File: src/rtl/jtag_dr_ctrl_if.sv
// Bus between the TAP core and the user test-data-register controller.
// Optional err_cnt signal is present only when JTAG_DR_CTRL_ERRCNT_EN is defined.
interface jtag_dr_ctrl_if #(
    parameter int IR_W    = 5,
    parameter int DR_W    = 32,
    parameter int NUM_REG = 4
);
    logic [IR_W-1:0]         instructions;
    logic                    tdi;
    logic                    capture_en;
    logic                    shift_dr;
    logic                    update_en;
    logic [NUM_REG*DR_W-1:0] status_d;
    logic                    err_clr;
    logic                    so;
    logic                    bypass_sel;
    logic [NUM_REG*DR_W-1:0] cfg_q;
    logic [NUM_REG-1:0]      upd_pulse;
    logic                    err_sticky;
`ifdef JTAG_DR_CTRL_ERRCNT_EN
    logic [7:0]              err_cnt;
`endif

    modport master (
        output instructions, tdi, capture_en, shift_dr, update_en, status_d, err_clr,
`ifdef JTAG_DR_CTRL_ERRCNT_EN
        input  err_cnt,
`endif
        input  so, bypass_sel, cfg_q, upd_pulse, err_sticky
    );

    modport slave (
        input  instructions, tdi, capture_en, shift_dr, update_en, status_d, err_clr,
`ifdef JTAG_DR_CTRL_ERRCNT_EN
        output err_cnt,
`endif
        output so, bypass_sel, cfg_q, upd_pulse, err_sticky
    );
endinterface

File: src/rtl/jtag_dr_ctrl.sv
// User test-data-register controller: one shared shift register serving NUM_REG registers.
// Define JTAG_DR_CTRL_ERRCNT_EN to add the saturating err_cnt output.
module jtag_dr_ctrl #(
    parameter int              IR_W    = 5,
    parameter int              DR_W    = 32,
    parameter int              NUM_REG = 4,
    parameter logic [IR_W-1:0] BASE_OP = IR_W'(8'h08),
    parameter logic [DR_W-1:0] CFG_RST = '0
) (
    input logic          tck,
    input logic          trst_n,
    jtag_dr_ctrl_if.slave bus
);
    localparam int              CNT_W    = $clog2(DR_W + 2);
    localparam logic [CNT_W-1:0] CNT_FULL = CNT_W'(DR_W);
    localparam logic [CNT_W-1:0] CNT_OVR  = CNT_W'(DR_W + 1);

    typedef enum logic [1:0] {
        IDLE = 2'd0,
        CAP  = 2'd1,
        SHF  = 2'd2,
        OVR  = 2'd3
    } state_t;

    state_t                  state_r, state_n;
    logic [DR_W-1:0]         sr_r, sr_n;
    logic [CNT_W-1:0]        cnt_r, cnt_n;
    logic [NUM_REG*DR_W-1:0] cfg_r, cfg_n;
    logic [NUM_REG-1:0]      upd_r, upd_n;
    logic                    err_r, err_n;
    logic [IR_W-1:0]         idx_s;
    logic                    valid_s;
    logic                    abort_s;
    logic [DR_W-1:0]         cap_data_s;

    // Opcode decode; idx wraps for opcodes below BASE_OP, so one compare covers both ends
    always_comb begin
        idx_s   = bus.instructions - BASE_OP;
        valid_s = (idx_s < IR_W'(NUM_REG));
    end

    // Select the capture slice of the addressed register
    always_comb begin
        cap_data_s = '0;
        for (int k = 0; k < NUM_REG; k++) begin
            if (idx_s == IR_W'(k)) begin
                cap_data_s = bus.status_d[k*DR_W +: DR_W];
            end else begin
                cap_data_s = cap_data_s;
            end
        end
    end

    // Next-state and datapath: update beats capture, capture beats shift
    always_comb begin
        state_n = state_r;
        sr_n    = sr_r;
        cnt_n   = cnt_r;
        cfg_n   = cfg_r;
        upd_n   = '0;
        abort_s = 1'b0;
        if (bus.update_en && (state_r != IDLE)) begin
            state_n = IDLE;
            if ((cnt_r == CNT_FULL) && valid_s) begin
                for (int k = 0; k < NUM_REG; k++) begin
                    if (idx_s == IR_W'(k)) begin
                        cfg_n[k*DR_W +: DR_W] = sr_r;
                        upd_n[k]              = 1'b1;
                    end else begin
                        upd_n[k] = 1'b0;
                    end
                end
            end else begin
                abort_s = 1'b1;
            end
        end else if (bus.capture_en && valid_s) begin
            sr_n    = cap_data_s;
            cnt_n   = '0;
            state_n = CAP;
        end else if (bus.shift_dr && (state_r != IDLE)) begin
            sr_n = {bus.tdi, sr_r[DR_W-1:1]};
            case (state_r)
                CAP, SHF: begin
                    if (cnt_r == CNT_FULL) begin
                        cnt_n   = CNT_OVR;
                        state_n = OVR;
                    end else begin
                        cnt_n   = cnt_r + CNT_W'(1);
                        state_n = SHF;
                    end
                end
                OVR: begin
                    cnt_n   = CNT_OVR;
                    state_n = OVR;
                end
                default: begin
                    cnt_n   = '0;
                    state_n = IDLE;
                end
            endcase
        end else begin
            state_n = state_r;
        end
    end

    // Sticky error: a new abort wins over a clear on the same edge
    always_comb begin
        if (abort_s) begin
            err_n = 1'b1;
        end else if (bus.err_clr) begin
            err_n = 1'b0;
        end else begin
            err_n = err_r;
        end
    end

    // State register
    always_ff @(posedge tck or negedge trst_n) begin
        if (!trst_n) begin
            state_r <= IDLE;
        end else begin
            state_r <= state_n;
        end
    end

    // Datapath registers; reset restores every cfg register
    always_ff @(posedge tck or negedge trst_n) begin
        if (!trst_n) begin
            sr_r  <= '0;
            cnt_r <= '0;
            cfg_r <= {NUM_REG{CFG_RST}};
            upd_r <= '0;
            err_r <= 1'b0;
        end else begin
            sr_r  <= sr_n;
            cnt_r <= cnt_n;
            cfg_r <= cfg_n;
            upd_r <= upd_n;
            err_r <= err_n;
        end
    end

`ifdef JTAG_DR_CTRL_ERRCNT_EN
    logic [7:0] err_cnt_r, err_cnt_n;

    // Saturating abort counter; an abort coinciding with a clear leaves a count of one
    always_comb begin
        if (abort_s && bus.err_clr) begin
            err_cnt_n = 8'd1;
        end else if (abort_s) begin
            err_cnt_n = (err_cnt_r == 8'hFF) ? 8'hFF : (err_cnt_r + 8'd1);
        end else if (bus.err_clr) begin
            err_cnt_n = 8'd0;
        end else begin
            err_cnt_n = err_cnt_r;
        end
    end

    // Abort counter register
    always_ff @(posedge tck or negedge trst_n) begin
        if (!trst_n) begin
            err_cnt_r <= 8'd0;
        end else begin
            err_cnt_r <= err_cnt_n;
        end
    end

    assign bus.err_cnt = err_cnt_r;
`endif

    assign bus.so         = valid_s ? sr_r[0] : 1'b0;
    assign bus.bypass_sel = ~valid_s;
    assign bus.cfg_q      = cfg_r;
    assign bus.upd_pulse  = upd_r;
    assign bus.err_sticky = err_r;
endmodule

File: src/flat_wrapper.sv
// flat-port wrapper written by rule: the top's interface ports become plain ports
module jtag_dr_ctrl_flat 
#(
    parameter int              IR_W    = 5,
    parameter int              DR_W    = 32,
    parameter int              NUM_REG = 4,
    parameter logic [IR_W-1:0] BASE_OP = IR_W'(8'h08),
    parameter logic [DR_W-1:0] CFG_RST = '0
)
  (tck, trst_n, bus_instructions, bus_tdi, bus_capture_en, bus_shift_dr, bus_update_en, bus_status_d, bus_err_clr, bus_so, bus_bypass_sel, bus_cfg_q, bus_upd_pulse, bus_err_sticky);
  jtag_dr_ctrl_if #(.IR_W(IR_W), .DR_W(DR_W), .NUM_REG(NUM_REG)) bus_i ();
  input logic tck;
  input logic trst_n;
  input wire logic [$bits(bus_i.instructions)-1:0] bus_instructions;
  input wire logic [$bits(bus_i.tdi)-1:0] bus_tdi;
  input wire logic [$bits(bus_i.capture_en)-1:0] bus_capture_en;
  input wire logic [$bits(bus_i.shift_dr)-1:0] bus_shift_dr;
  input wire logic [$bits(bus_i.update_en)-1:0] bus_update_en;
  input wire logic [$bits(bus_i.status_d)-1:0] bus_status_d;
  input wire logic [$bits(bus_i.err_clr)-1:0] bus_err_clr;
  output wire logic [$bits(bus_i.so)-1:0] bus_so;
  output wire logic [$bits(bus_i.bypass_sel)-1:0] bus_bypass_sel;
  output wire logic [$bits(bus_i.cfg_q)-1:0] bus_cfg_q;
  output wire logic [$bits(bus_i.upd_pulse)-1:0] bus_upd_pulse;
  output wire logic [$bits(bus_i.err_sticky)-1:0] bus_err_sticky;
  assign bus_i.instructions = bus_instructions;
  assign bus_i.tdi = bus_tdi;
  assign bus_i.capture_en = bus_capture_en;
  assign bus_i.shift_dr = bus_shift_dr;
  assign bus_i.update_en = bus_update_en;
  assign bus_i.status_d = bus_status_d;
  assign bus_i.err_clr = bus_err_clr;
  assign bus_so = bus_i.so;
  assign bus_bypass_sel = bus_i.bypass_sel;
  assign bus_cfg_q = bus_i.cfg_q;
  assign bus_upd_pulse = bus_i.upd_pulse;
  assign bus_err_sticky = bus_i.err_sticky;
  jtag_dr_ctrl #(.IR_W(IR_W), .DR_W(DR_W), .NUM_REG(NUM_REG), .BASE_OP(BASE_OP), .CFG_RST(CFG_RST)) u_core (.tck(tck), .trst_n(trst_n), .bus(bus_i));
endmodule
File: config.mk
export PLATFORM = sky130hd
export DESIGN_NAME = jtag_dr_ctrl_flat
export DESIGN_NICKNAME = d
export VERILOG_FILES = /design/src/rtl/jtag_dr_ctrl_if.sv /design/src/rtl/jtag_dr_ctrl.sv /design/src/flat_wrapper.sv
export SDC_FILE = /design/constraint.sdc
export NUM_CORES = 1
export LEC_CHECK = 0
export ABC_AREA = 0
export CAP_MARGIN = 20
export CORE_ASPECT_RATIO = 1.5
export CORE_MARGIN = 4
export CORE_UTILIZATION = 44
export DETAILED_ROUTE_END_ITERATION = 7
export PLACE_DENSITY = 0.78
export RECOVER_POWER = 100
export SLEW_MARGIN = 5
export SYNTH_ARGS = -nofsm -noshare
export SYNTH_HDL_FRONTEND = slang
export SYNTH_SLANG_ARGS = --single-unit
File: constraint.sdc
create_clock -name tck -period 3.05 [get_ports tck]
set_input_delay 0.305 -clock tck [delete_from_list [all_inputs] [get_ports tck]]
set_output_delay 0.305 -clock tck [all_outputs]
set_load 0.01 [all_outputs]
==> impl_metrics.tcl, run 1 <==
set metrics [dict create \
    n_antenna_cell 0 \
    vdd_drop_max_v 0.0003368 \
    tightest_slew_ns 1.346 \
    ant_nets 0 \
    r2r-start "u_core.cnt_r[0]$_DFFE_PN0P_" \
    synth_area_leader_cell "dfrtp_1" \
    yosys.area.top_type_share_pct 54.30 \
    hold_path_class "input port to register" \
    critPathLaunchType "input port" \
    synth_warnings 0 \
    dp.cells 1115 \
    wl_um 22950 \
    crit_family "buffers and inverters" \
    hpwlAfterDp_um 17160 \
    viasPerCell 5.404 \
    fmax_ghz 0.3856 \
    grt_use_total_pct 22.62 \
    drive_above_1_share_pct 8.378 \
    p_leak_nw 5.748 \
    maxCapViolations 0 \
    path_class "input port to register" \
    placed_cell_area_mm2 0.01096 \
    hold_viol_final 0 \
    row_count 60 \
    crit_chain "dlygate4sd3_1 > ha_1 > nor2b_1 > clkinv_1 > nor4_1 > nor4b_4 > clkbuf_2 > mux2_1" \
    synth_nets 796 \
    clk_pin_slew_ns 0.07 \
    cts.sinks 173 \
    synthToLayoutAreaGrowth_pct 42.73 \
    cts_made_buffers 17 \
    layout.cells.non_filler 1148 \
    synth-edff-count 0 \
    ys_types 44 \
    clock_latency_ns 0.41 \
    cp_max_fo 11 \
    finalNetCount 1063 \
    fin_crit_sh_pct 85.02 \
    fin_skew_ns 0.01392 \
    grt_pass1_vias 6359 \
    dr.pass1.iters 4 \
    syn_area_per_cell_um2 12.25 \
    ys.flop_type "dfrtp_1" \
    end_kind "register" \
    cts_max_level 4 \
    grt_pass1_wl_um 36220 \
    rsz0062_at_grt "false" \
    overflow 0 \
    fp.dieArea_mm2 0.02038 \
    cts_tree "done" \
    grt_max_degree 76 \
    setup-violations-final 0 \
    fin_tns_setup_ns 0 \
    crit_required_ns 3.33 \
    syn_inst 651 \
    synthTopCellsByCount "173 x dfrtp_1, 80 x mux2_1, 67 x o21ai_0" \
    post_cts_buffers 0 \
    crit_slowest_cell "dlygate4sd3_1" \
    cpPeakStageDelay_ns 0.56 \
    ys_async_sr_fraction_pct 100.0 \
    powerDensity_mw_per_mm2 527.3 \
    cp_num_buf_inv 3 \
    hold_start "bus_instructions[1]" \
    coreArea_mm2 0.01787 \
    drv_slew 0 \
    yosysMostFrequentCell "dfrtp_1" \
    initial_utilization_pct 44.62 \
    die_y_um 172.9 \
    slew_headroom_pct 10.28 \
    routedWlPerCell_um 19.99 \
    crit_start "bus_instructions[3]" \
    post-route-min-period_ns 2.593 \
    syn-cell-area_mm2 0.007973 \
    ys_ff_latch 173 \
    cp.arrival_ns 2.87 \
    cts_resized 0 \
    port_buffers 274 \
    grt_antenna_before_repair 0 \
    die_w_um 117.9 \
    drt_iter0_markers 240 \
    cts.path.max_buffers 2 \
    num_vias 6204 \
    fin_area_mm2 0.01138 \
    synth.area.top_cells "dfrtp_1 54%, mux2_1 11%, mux2_4 5.6%" \
    ys_seq_area_share_pct 54.30 \
    io_pins 275 \
    drc 0 \
    routabilityCongestion 0.8500 \
    outcome "complete, no violations" \
    cts-root-buf "clkbuf_16" \
]
[report_power, final]
group	switching (mW)	internal (mW)	leakage, nW	total, mW
sequential	0.350	2.53	2.30	2.88
clock	0.982	1.10	0.273	2.09
combinational	0.532	0.501	3.18	1.03
total	1.86	4.14	5.75	6.00
[worst reg2reg max path, cell delays in order, from the launching register on]
cell	delay, ns
dfrtp_1	0.43
inv_1	0.11
ha_1	0.17
and4bb_1	0.25
nand3_1	0.11
clkbuf_1	0.17
or3_2	0.51
clkbuf_2	0.28
mux2_1	0.38
[routing by layer]
layer	GRT usage (%)	up-vias	routed length, µm
met5	0	-	0
met4	8.166	0	612
met3	5.497	28	1220
met2	40.24	204	12070
met1	26.49	3062	9048
li1	-	2910	-
[sequential cells by signal, summed over array words and instances, names as in the netlist]
name / count
u_core.bus.cfg_q: 128
u_core.bus.err_sticky: 1
u_core.bus.upd_pulse: 4
u_core.cnt_r: 6
u_core.sr_r: 32
u_core.state_r: 2
[worst paths after layout]
| check | depth (start not counted) | endpoint | slack (ns) |
|---|---|---|---|
| setup / recovery | 8 | u_core.bus.cfg_q[9]$_DFFE_PN0P_ | 0.46 |
| hold / removal | 3 | u_core.bus.upd_pulse[1]$_DFF_PN0_ | 0.18 |
| setup reg to reg | 8 | u_core.bus.cfg_q[106]$_DFFE_PN0P_ | 0.52 |
| hold reg to reg | 1 | u_core.bus.cfg_q[4]$_DFFE_PN0P_ | 0.48 |
| max in group asynchronous | 3 | u_core.sr_r[15]$_DFFE_PN0P_ | 1.02 |
| min in group asynchronous | 2 | u_core.bus.cfg_q[25]$_DFFE_PN0P_ | 0.71 |
[cells by family after synthesis]
logic type / share of synthesized area [%]
AO/OA/AOI/OAI: 10.88
XOR/XNOR: 0.1099
adder cells (fa/ha/maj): 0.7847
buffers and inverters: 3.468
flip-flops: 54.30
multiplexers: 23.51
AND/OR/NAND/NOR: 6.953
[final cells by class]
class | count | area (µm²)
Clock inverter | 13 | 121.4
Fill cell | 1437 | 6487
Tap cell | 217 | 271.5
Clock buffer | 19 | 442.9
Inverter | 10 | 37.54
Multi-Input combinational cell | 419 | 3256
Sequential cell | 173 | 4329
Timing Repair Buffer | 297 | 2922
[metrics by stage]
| stage | utilization [%] | power (mW) | setup WS (ns) | hold slack, ns |
|---|---|---|---|---|
| global route | 63.69 | 6.322 | 0.2589 | 0.1811 |
| finish | 63.69 | 6.001 | 0.4568 | 0.1783 |
| floorplan | - | 3.427 | 0.7851 | 0.009409 |
| global placement | 61.32 | 3.952 | 0.2281 | 0.2854 |
| detailed placement | 61.32 | 4.002 | 0.2017 | 0.2790 |
| CTS | 64.53 | 6.086 | 0.5947 | 0.1654 |
[repair_timing]
| item | 4_1_cts | 5_1_grt |
|---|---|---|
| endpoints found under the hold margin | 52 | 0 |
| hold buffers | 1 | 0 |
| setup endpoints to repair | 0 | 0 |
[cell usage in the layout, fill, tap and decap left out, types with 17 or more instances in the layout]
cell type,count
nand2_1,33
a31oi_1,35
dlygate4sd3_1,137
o21ai_0,67
o211ai_1,32
mux2_1,109
mux2_2,18
nor2_1,38
dfrtp_1,173
clkbuf_16,17
clkdlybuf4s50_1,135
mux2i_1,32
Note: power is estimated with default switching activity, not from simulation.
==> run 2: changes to the inputs <==
- PLACE_DENSITY: 0.78 -> 0.88
- SKIP_LAST_GASP: default -> 1
==> run 2 against run 1 <==
Against the previous run:
- the run now ends with max-capacitance violations, max-slew violations left
- clock skew grew 0.0022 ns
- wire length grew 6.4%
- total power grew 2.5%
- highest routed layer unchanged
==> impl_metrics.tcl, run 2 (synthesized netlist as in run 1, its figures left out) <==
set metrics [dict create \
    outcome "finished with violations" \
    violations "max-capacitance violations, max-slew violations" \
    largest_register_ffs 128 \
    p_int_mw 4.286 \
    dr.pass1.iters 5 \
    path_class "input port to register" \
    pwr-share-clk_pct 35.5 \
    fin_skew_ns 0.01610 \
    synthToLayoutAreaGrowth_pct 42.91 \
    cts_max_level 4 \
    final_common_cell "dfrtp_1" \
    cts_tree "done" \
    layout_common_cells "173 x dfrtp_1, 137 x dlygate4sd3_1, 135 x clkdlybuf4s50_1" \
    vdd_drop_max_v 0.0002905 \
    fin_tns_setup_ns 0 \
    grt_max_degree 83 \
    fp.dieArea_mm2 0.02038 \
    overflow 0 \
    cp.arrival_ns 2.96 \
    multiInputGateArea_mm2 0.003264 \
    die_y_um 172.9 \
    grt_pass1_wl_um 38300 \
    hold_viol_final 0 \
    whs_ns 0.1949 \
    slew_headroom_pct -2.767 \
    drc 0 \
    cp_max_fo 15 \
    grt_pass1_vias 6737 \
    grt_use_total_pct 24.10 \
    clk_pin_slew_ns 0.06 \
    fin_area_mm2 0.01139 \
    cts.path.max_buffers 2 \
    row_count 60 \
    p_leak_nw 5.745 \
    crit_required_ns 3.34 \
    ant_nets 0 \
    io_pins 275 \
    hold_path_class "input port to register" \
    finalNetCount 1064 \
    final.setup.worst_slack_ns 0.3885 \
    drive_above_1_share_pct 8.262 \
    port_buffers 274 \
    rsz0062_at_grt "false" \
    die_w_um 117.9 \
    powerDensity_mw_per_mm2 539.6 \
    num_vias 6468 \
    comb_power_share_pct 17.3 \
    finish.utilization_pct 63.77 \
    wl_um 24410 \
    drv_slew 61 \
    regArea_mm2 0.004329 \
    switching_share_pct 30.28 \
    fill_cells 1395 \
    drt_iter0_markers 326 \
    cts_resized 0 \
    routabilityCongestion 0.8551 \
    cts-root-buf "clkbuf_16" \
    coreArea_mm2 0.01787 \
    post-route-min-period_ns 2.662 \
    p_switching_mw 1.862 \
    placed_cell_area_mm2 0.01094 \
    tightest_slew_ns 1.542 \
    pwr-share-seq_pct 47.2 \
    cts.sinks 173 \
    hpwlAfterDp_um 18190 \
    fin_crit_sh_pct 87.26 \
    critPathLaunchType "input port" \
    initial_utilization_pct 44.62 \
    end_kind "register" \
    fmax_ghz 0.3757 \
    grt_antenna_before_repair 1 \
    cts_made_buffers 17 \
    viasPerCell 5.624 \
    setup-violations-final 0 \
    maxCapViolations 1 \
    routedWlPerCell_um 21.23 \
    place_ws_ns 0.1778 \
    clock_latency_ns 0.43 \
]
run 2: cell count changes in the layout (fill, tap and decap cells not counted), sizes merged:
cell,change
bufinv,+2
inv,-2
clkinv,-1
clkinvlp,+1
buf,-1
diode,+1
clkbuf,+2
run 2: cell type report:
type | instances | area share [%]
clock buffer | 19 | 3.888
sequential | 173 | 38.00
inverter | 10 | 0.3295
clock inverter | 13 | 1.329
multi-input combinational | 419 | 28.65
timing repair buffer | 298 | 25.40
antenna | 1 | 0.02196
tap | 217 | 2.383
run 2: through the flow:
step                      total power, mW  cells
after floorplan                     3.427    651
after global routing                6.458   1150
after CTS                           6.212   1149
after global placement              3.957   1116
final                               6.148   1150
after detailed placement            4.021   1116
run 2: path summary, 6_finish.rpt:
path	start	to	slack (ns)	cells after the start
min in group asynchronous	trst_n	u_core.bus.cfg_q[109]$_DFFE_PN0P_	0.79	2
hold reg to reg	u_core.bus.cfg_q[25]$_DFFE_PN0P_	u_core.bus.cfg_q[25]$_DFFE_PN0P_	0.48	1
setup / recovery	bus_instructions[4]	u_core.bus.cfg_q[59]$_DFFE_PN0P_	0.39	7
setup reg to reg	u_core.cnt_r[0]$_DFFE_PN0P_	u_core.bus.cfg_q[102]$_DFFE_PN0P_	0.43	8
hold / removal	bus_instructions[0]	u_core.bus.upd_pulse[1]$_DFF_PN0_	0.19	3
max in group asynchronous	trst_n	u_core.bus.cfg_q[24]$_DFFE_PN0P_	0.69	3
run 2: critical path, cell delays in order:
cell,delay [ns]
dlygate4sd3_1,0.52
inv_1,0.05
ha_1,0.28
or3b_1,0.39
or4_2,0.67
clkbuf_2,0.33
mux2_1,0.41
run 2: per-layer routing:
metal  track usage (%)  vias to the layer above  routed length (µm)
li1                  -                     2912                   -
met5                 0                        -                   0
met3             6.904                       36                1493
met1             26.16                     3254                8980
met4             9.780                        0                 771
met2             43.87                      266               13170
run 2: power by group through the flow:
stage	logic, mW	clock network [mW]	registers, mW
detailed placement	1.08	0	2.94
global placement	1.03	0	2.92
CTS	1.10	2.21	2.90
floorplan	0.628	0	2.80
global route	1.20	2.32	2.94
finish	1.07	2.18	2.90
run 2: what timing repair did:
item,4_1_cts,5_1_grt
hold buffers,1,0
setup buffers,0,0
endpoints found under the hold margin,59,0
